[config.mk]
export PLATFORM = sky130hd
export DESIGN_NAME = div_unit
export DESIGN_NICKNAME = d
export VERILOG_FILES = /design/src/rtl/div_unit_pkg.sv /design/src/rtl/div_unit.sv
export SDC_FILE = /design/constraint.sdc
export NUM_CORES = 1
export LEC_CHECK = 0
export BUFFER_PORTS_ARGS = -buffer_cell sky130_fd_sc_hd__clkbuf_2
export CAP_MARGIN = 0
export CORE_MARGIN = 2
export CORE_UTILIZATION = 55
export CTS_CLUSTER_SIZE = 25
export DETAILED_ROUTE_END_ITERATION = 16
export PLACE_DENSITY = 0.77
export SLEW_MARGIN = 10
export SYNTH_ARGS = -nofsm -noshare
export SYNTH_HDL_FRONTEND = slang
export SYNTH_SLANG_ARGS = --single-unit
[constraint.sdc]
create_clock -name clk -period 4.7 [get_ports clk]
set_input_delay 0.705 -clock clk [delete_from_list [all_inputs] [get_ports clk]]
set_output_delay 0.705 -clock clk [all_outputs]
set_load 0.005 [all_outputs]
[src/rtl/div_unit_pkg.sv]
// Shared constants and state encoding for the multi-cycle DIV/DIVU unit.
package div_unit_pkg;

  localparam int unsigned DIV_DATA_W = 32;

  localparam logic RST_ENABLE          = 1'b1;
  localparam logic DIV_RESULT_READY    = 1'b1;
  localparam logic DIV_RESULT_NOT_READY = 1'b0;
  localparam logic DIV_START           = 1'b1;
  localparam logic DIV_STOP            = 1'b0;

  typedef enum logic [1:0] {
    DIV_FREE   = 2'b00,
    DIV_BYZERO = 2'b01,
    DIV_ON     = 2'b10,
    DIV_END    = 2'b11
  } div_state_e;

endpackage

[src/rtl/div_unit.sv]
// Radix-2 restoring divider, one quotient bit per cycle; result held in
// DIV_END until EX drops start_i.
module div_unit
  import div_unit_pkg::*;
#(
  parameter int unsigned DATA_W = DIV_DATA_W
) (
  input  logic                  clk,
  input  logic                  rst,
  input  logic                  signed_div_i,
  input  logic [DATA_W-1:0]     opdata1_i,
  input  logic [DATA_W-1:0]     opdata2_i,
  input  logic                  start_i,
  input  logic                  annul_i,
  output logic [2*DATA_W-1:0]   result_o,
  output logic                  ready_o,
  output logic                  busy_o
);

  localparam int unsigned CNT_W = $clog2(DATA_W) + 1;
  localparam logic [CNT_W-1:0] CNT_LAST = CNT_W'(DATA_W);

  div_state_e            state_q, state_d;
  logic [CNT_W-1:0]      cnt_q, cnt_d;
  logic [2*DATA_W:0]     dividend_q, dividend_d;
  logic [DATA_W-1:0]     divisor_q, divisor_d;
  logic                  sign_a_q, sign_a_d;
  logic                  sign_b_q, sign_b_d;
  logic [2*DATA_W-1:0]   result_q, result_d;
  logic                  ready_q, ready_d;

  logic [DATA_W:0]       diff;
  logic [DATA_W-1:0]     abs_a, abs_b;
  logic [DATA_W-1:0]     quot_fix, rem_fix;
  logic                  start_req;

  assign start_req = (start_i == DIV_START) && !annul_i;
  assign diff      = {1'b0, dividend_q[2*DATA_W-1:DATA_W]} - {1'b0, divisor_q};
  assign abs_a     = (signed_div_i && opdata1_i[DATA_W-1]) ? -opdata1_i : opdata1_i;
  assign abs_b     = (signed_div_i && opdata2_i[DATA_W-1]) ? -opdata2_i : opdata2_i;
  assign quot_fix  = (sign_a_q ^ sign_b_q) ? -dividend_q[DATA_W-1:0]
                                           : dividend_q[DATA_W-1:0];
  assign rem_fix   = sign_a_q ? -dividend_q[2*DATA_W:DATA_W+1]
                              : dividend_q[2*DATA_W:DATA_W+1];

  always_comb begin
    state_d    = state_q;
    cnt_d      = cnt_q;
    dividend_d = dividend_q;
    divisor_d  = divisor_q;
    sign_a_d   = sign_a_q;
    sign_b_d   = sign_b_q;
    result_d   = result_q;
    ready_d    = ready_q;

    unique case (state_q)
      DIV_FREE: begin
        if (start_req) begin
          if (opdata2_i == '0) begin
            state_d = DIV_BYZERO;
          end else begin
            state_d    = DIV_ON;
            cnt_d      = '0;
            dividend_d = {{DATA_W{1'b0}}, abs_a, 1'b0};
            divisor_d  = abs_b;
            sign_a_d   = signed_div_i && opdata1_i[DATA_W-1];
            sign_b_d   = signed_div_i && opdata2_i[DATA_W-1];
          end
        end
      end

      // Ready is raised one cycle after entering DIV_END on this path,
      // giving the two-edge divide-by-zero latency.
      DIV_BYZERO: begin
        if (annul_i) begin
          state_d = DIV_FREE;
        end else begin
          state_d  = DIV_END;
          result_d = '0;
        end
      end

      DIV_ON: begin
        if (annul_i) begin
          state_d = DIV_FREE;
          ready_d = DIV_RESULT_NOT_READY;
        end else if (cnt_q == CNT_LAST) begin
          state_d  = DIV_END;
          result_d = {rem_fix, quot_fix};
          ready_d  = DIV_RESULT_READY;
        end else begin
          if (diff[DATA_W]) begin
            dividend_d = {dividend_q[2*DATA_W-1:0], 1'b0};
          end else begin
            dividend_d = {diff[DATA_W-1:0], dividend_q[DATA_W-1:0], 1'b1};
          end
          cnt_d = cnt_q + CNT_W'(1);
        end
      end

      DIV_END: begin
        ready_d = DIV_RESULT_READY;
        if (start_i == DIV_STOP) begin
          state_d  = DIV_FREE;
          ready_d  = DIV_RESULT_NOT_READY;
          result_d = '0;
        end
      end

      default: state_d = DIV_FREE;
    endcase
  end

  always_ff @(posedge clk) begin
    if (rst == RST_ENABLE) begin
      state_q    <= DIV_FREE;
      cnt_q      <= '0;
      dividend_q <= '0;
      divisor_q  <= '0;
      sign_a_q   <= 1'b0;
      sign_b_q   <= 1'b0;
      result_q   <= '0;
      ready_q    <= DIV_RESULT_NOT_READY;
    end else begin
      state_q    <= state_d;
      cnt_q      <= cnt_d;
      dividend_q <= dividend_d;
      divisor_q  <= divisor_d;
      sign_a_q   <= sign_a_d;
      sign_b_q   <= sign_b_d;
      result_q   <= result_d;
      ready_q    <= ready_d;
    end
  end

  assign result_o = result_q;
  assign ready_o  = ready_q;
  assign busy_o   = (state_q != DIV_FREE) || start_req;

endmodule

==> results of run 1 <==
## worst register-to-register path, stage by stage (launching register included)
cell	delay, ps
dfxtp_1	480
inv_1	170
fa_1	480
nor2b_1	200
o2111ai_1	190
a31oi_1	400
o21ai_2	160
a211oi_2	350
o211ai_2	380
buf_4	320
a41oi_1	230
o31ai_1	90
## stage by stage
stage          cell area [sq um]  setup slack (ps)  utilization, %  power, mW
3_3_place_gp               12000              1040            59.5       3.86
6_report                   12600              1140            62.5       5.36
5_1_grt                    12600               910            62.5       5.70
3_5_place_dp               12000               975            59.5       3.90
4_1_cts                    12600              1200            62.5       5.34
2_1_floorplan              11200              1720               -       3.40
## per-layer routing
metal  up-vias  routed length [um]
met3        34                2330
li1       5345                   -
met1      4806               14500
met5         -                   0
met4         0                 411
met2       427               12000
## report_power, final
| part | internal [mW] | switching (mW) |
|---|---|---|
| logic | 0.767 | 1.37 |
| clock network | 0.810 | 0.629 |
| registers | 1.60 | 0.193 |
## synth_stat cells, drive strengths merged, types with 20 or more instances
cell	number
xnor2	74
nand4	21
o21ai	81
a21oi	119
a22oi	31
nor3	20
nor2	157
inv	54
nand2	172
a22o	25
ha	44
clkbuf	68
o211ai	23
dfxtp	172
a211oi	39
xor2	68
## sequential cells by signal, indices dropped and copies added (netlist names)
signal      cells
divisor_q      32
ready_o         1
dividend_q     65
state_q         2
result_o       64
sign_b_q        1
cnt_q           6
sign_a_q        1
## layout make-up
class,instances,area (sq um)
multi-input combinational,1129,7200
sequential,172,3440
tap,270,338
fill,1782,7550
inverter,55,206
clock buffer,19,443
clock inverter,13,154
timing repair buffer,148,778
## logic make-up (layout without fill, tap and decap cells)
group,after synthesis,after routing,share of synthesized area (%)
compound gates,431,431,26.0
fa+ha+maj,45,45,5.11
simple gates,504,504,21.2
flops,172,172,30.8
buf+inv,141,235,5.13
xor+xnor,142,142,11.1
mux,7,7,0.639
## path summary, 6_finish.rpt
path,to,slack (ps),cells after the start
setup / recovery,dividend_q[59],1140,11
hold / removal,cnt_q[5],470,2
setup reg to reg,dividend_q[59],1140,11
hold reg to reg,cnt_q[5],470,2
==> qor.txt, run 1 <==
Outcome -> finished, final reports clean
Total number of vias -> 10600
Mapped Area -> 11200 sq um
Core ar. -> 20100 sq um
Reg2reg start -> dividend_q[33]
Hold crit path type -> register to register
Post-synthesis async set-or-reset flop share -> 0%
Seq/Total Area, Yosys -> 30.8%
Area contributors post-synth -> dfxtp_1 (31%), xnor2_1 (5.8%), nand2_1 (5.8%), a21oi_1 (5.3%), xor2_1 (5.3%)
Clk buf depth -> 2
Startpoint types -> register
Yosys top cell area share -> 30.8%
Setup Total Neg Slack -> 0 ps
Slew Viols, Final -> 0
I/O Buffers -> 134
Relative slew slack -> 23.9%
First-pass GRT wire length -> 47400 um
Clock-pin slew on the worst setup and hold paths -> 70 ps
Post-route ant nets -> 0
Diode count -> 0
Gr usage total -> 26.8%
Count of non-filler cells in the finished layout -> 1806
Synthesized flop and latch total -> 172
# H-tree levels -> 4
Total setup buffers inserted after CTS -> 0
Syn Nets -> 1556
Grt peak-use layer -> met1
Max-cap viol count -> 0
M1 GR Usage -> 41.8%
Area Overhead vs Synth -> 12.5%
Num CTS Buffers -> 17
Placed cells -> 1774
Gp weighted congestion -> 0.941
Starting density of the core -> 55.5%
Std cell rows -> 52
Post_cts resized -> 0
Initial antenna violation count -> 0
Synthesized area per cell -> 7.74 sq um
Net count reported at finish -> 1637
PwrDens -> 427 nW/um^2
Clock Skews -> 9.31 ps
Layout cells sized above 1 -> 13.7%
First-pass DRT Iterations -> 5
Largest net degree at the start of global routing -> 78
CTS tree -> built
CP peak stage delay -> 480 ps
Peak Freq -> 0.281 GHz
RSZ-0062 raised after global routing -> no
Crit. End Element -> register
Peak VDD IR -> 270 uV
Critical Path Source -> dividend_q[33]
Slowest CP cell -> dfxtp_1
M3 GR Usage -> 4.75%
Top Ports -> 135
Final wirelength -> 29300 um
Die width -> 146 um
Wire per inst -> 16.2 um
CP Class -> register to register
Clk root buf -> clkbuf_16
Most frequent cells in the layout -> nand2_1 (172), dfxtp_1 (172), nor2_1 (156)
Hold Crit Start -> cnt_q[5]
Endpoints failing setup -> 0
Post-CTS Hold Buffers -> 0
Worst Tran Pin Value -> 1140 ps
Post-route minimum period -> 3560 ps
Critical Path, Cell by Cell -> inv_1 > fa_1 > nor2b_1 > o2111ai_1 > a31oi_1 > o21ai_2 > a211oi_2 > o211ai_2 > buf_4 > a41oi_1 > o31ai_1
Arrival @ worst endpoint -> 3870 ps
CP top delay family -> compound AO/OA/AOI/OAI gates
Yosys top cell by area -> dfxtp_1
Vias per inst -> 5.88
Yosys warns -> 0
Area of the die -> 21500 sq um
Count of different cell masters after synthesis -> 74
Starting DRT DRC Count -> 1020
Req. time, crit path -> 5010 ps
Final hold violations -> 0
Die Span Y -> 146 um
GR Layer Usage met2 -> 37.9%
Drt drc -> 0
Lkg Pwr -> 5.08 nW
Gate Count Post-Synth -> 1442
Post-DP HPWL -> 21500 um
Hold_ws -> 472 ps
WP buf/inv -> 2
Worst-Skew Late Latency -> 440 ps
Final period util -> 75.8%
Number of synthesized flops with an enable pin -> 0
Vias in the first global route -> 9191
Clock Sinks -> 172
Post-synth top flop -> dfxtp_1
Crit path max fanout -> 16
Global route overflow -> 0
No activity file was read; power rests on OpenSTA's default activity.
==> run 2: changes to the inputs <==
CORE_UTILIZATION = 54   (was 55)
PLACE_DENSITY = 0.79   (was 0.77)
clock period = 3.23 ns   (was 4.7 ns; I/O delays follow)
==> run 2 against run 1 <==
Register-to-register slack got worse by 950 ps. First-iteration DRC count rose by 7.9%. Final cell count rose by 2.0%. Sequential share of layout area fell by 0.82 points. Design area rose by 3.1%. Utilization rose by 1.5 points. Critical path depth rose by 1.
==> qor.txt, run 2 (synthesized netlist as in run 1, its figures left out) <==
Clock Sinks -> 172 (unchanged)
Post-CTS Hold Buffers -> 0 (unchanged)
Diode count -> 0 (unchanged)
Most flop-heavy register -> dividend_q (unchanged)
Crit. End Element -> register (unchanged)
Final setup margin -> 186 ps (was 1140 ps)
Peak Freq -> 0.328 GHz (was 0.281 GHz)
Lkg Pwr -> 5.30 nW (was 5.08 nW)
Wire per inst -> 16.8 um (was 16.2 um)
Arrival @ worst endpoint -> 3360 ps (was 3870 ps)
Most frequent cells in the layout -> nand2_1 (172), dfxtp_1 (172), nor2_1 (156) (unchanged)
Clock-pin slew on the worst setup and hold paths -> 70 ps (about the same)
Starting density of the core -> 55.2% (was 55.5%)
Vias per inst -> 5.96 (was 5.88)
Req. time, crit path -> 3540 ps (was 5010 ps)
Die Span Y -> 148 um (was 146 um)
Post-DP Area -> 12300 sq um (was 12000 sq um)
Layout cells sized above 1 -> 16.0% (was 13.7%)
Max-cap viol count -> 0 (unchanged)
Crit path max fanout -> 14 (was 16)
Die width -> 148 um (was 146 um)
Hold crit path type -> primary input to register (was register to register)
Std cell rows -> 52 (unchanged)
Startpoint types -> register (unchanged)
I/O Buffers -> 134 (unchanged)
Final wirelength -> 31000 um (was 29300 um)
# H-tree levels -> 4 (unchanged)
Area of the die -> 21800 sq um (was 21500 sq um)
Max reg flops -> 65 (unchanged)
Drt drc -> 0 (unchanged)
Starting DRT DRC Count -> 1101 (was 1020)
Total number of vias -> 11000 (was 10600)
Post-route minimum period -> 3040 ps (was 3560 ps)
PwrDens -> 621 nW/um^2 (was 427 nW/um^2)
Top Ports -> 135 (unchanged)
Gr usage total -> 27.9% (was 26.8%)
Post-route cell area -> 12900 sq um (was 12600 sq um)
Clk root buf -> clkbuf_16 (unchanged)
Initial antenna violation count -> 0 (unchanged)
Clock Skews -> 7.52 ps (was 9.31 ps)
Area Overhead vs Synth -> 15.9% (was 12.5%)
Vias in the first global route -> 9738 (was 9191)
Net count reported at finish -> 1674 (was 1637)
Final core utilization -> 64.0% (was 62.5%)
Worst-Skew Late Latency -> 430 ps (was 440 ps)
Outcome -> finished, final reports clean (unchanged)
Endpoints failing setup -> 0 (unchanged)
First-pass GRT wire length -> 49700 um (was 47400 um)
Largest net degree at the start of global routing -> 84 (was 78)
Worst Tran Pin Value -> 992 ps (was 1140 ps)
CP Class -> register to register (unchanged)
Post-DP HPWL -> 22800 um (was 21500 um)
Gp weighted congestion -> 0.964 (was 0.941)
Dpl ws -> 74.1 ps (was 975 ps)
Final hold violations -> 0 (unchanged)
CTS tree -> built (unchanged)
Peak VDD IR -> 444 uV (was 270 uV)
Post-route ant nets -> 0 (unchanged)
First-pass DRT Iterations -> 5 (unchanged)
Num CTS Buffers -> 17 (unchanged)
Global route overflow -> 0 (unchanged)
Clk buf depth -> 2 (unchanged)
# fillers -> 1710 (was 1782)
Final period util -> 94.3% (was 75.8%)
Power Total -> 8.04 mW (was 5.36 mW)
Setup Total Neg Slack -> 0 ps (unchanged)
Core ar. -> 20200 sq um (was 20100 sq um)
Relative slew slack -> 33.5% (was 23.9%)
Slew Viols, Final -> 0 (unchanged)
run 2: cell type report:
class	count	area, sq um	share of cell area [%]
multi-input combinational	1129	7250	56.0
timing repair buffer	185	1130	8.74
inverter	55	206	1.59
tap	270	338	2.61
clock inverter	14	154	1.19
sequential	172	3440	26.6
clock buffer	17	425	3.29
run 2: final timing paths:
path,startpoint,to,slack [ps],cells past startpoint
worst max-delay path,dividend_q[32],dividend_q[61],190,12
worst min-delay path,opdata2_i[31],divisor_q[31],350,3
worst max register to register,dividend_q[32],dividend_q[61],190,12
worst min register to register,divisor_q[31],divisor_q[31],480,2
run 2: what timing repair did:
item / 4_1_cts / 5_1_grt
endpoints found under the hold margin: 0 / 0
gates resized for setup: 1 / 7
pin swaps: 0 / 5
setup buffers: 0 / 1
endpoints found under the setup margin: 1 / 32
run 2: where the power goes:
part           total, mW  switching (mW)  internal (mW)
registers           2.58           0.253           2.33
logic               3.40            2.13           1.27
clock network       2.05           0.961           1.09
run 2: worst max-delay path: stages (launching register included):
cell and delay, ps:
dfxtp_1 310, inv_1 50, ha_1 200, fa_1 420, nor2b_2 190, o2111ai_2 160
a31oi_2 260, o21ai_2 150, a211oi_4 350, o211ai_4 210, buf_4 260, a41oi_1 250
o31ai_1 120
run 2: through the flow:
| stage | cells | hold WS (ps) |
|---|---|---|
| 2_1_floorplan | 1442 | 441 |
| 3_3_place_gp | 1810 | 459 |
| 3_5_place_dp | 1810 | 462 |
| 4_1_cts | 1841 | 334 |
| 5_1_grt | 1842 | 358 |
| 6_report | 1842 | 347 |
run 2: metal layers:
metal  vias up  GRT usage (%)  wire (um)  share of wire (%)
li1       5407              -          -                  -
met1      5065           41.7      14700                 47
met2       459           41.3      13000                 42
met3        42           5.22       2790                9.0
met4         0           6.68        492                1.6
met5         -              0          0                  0
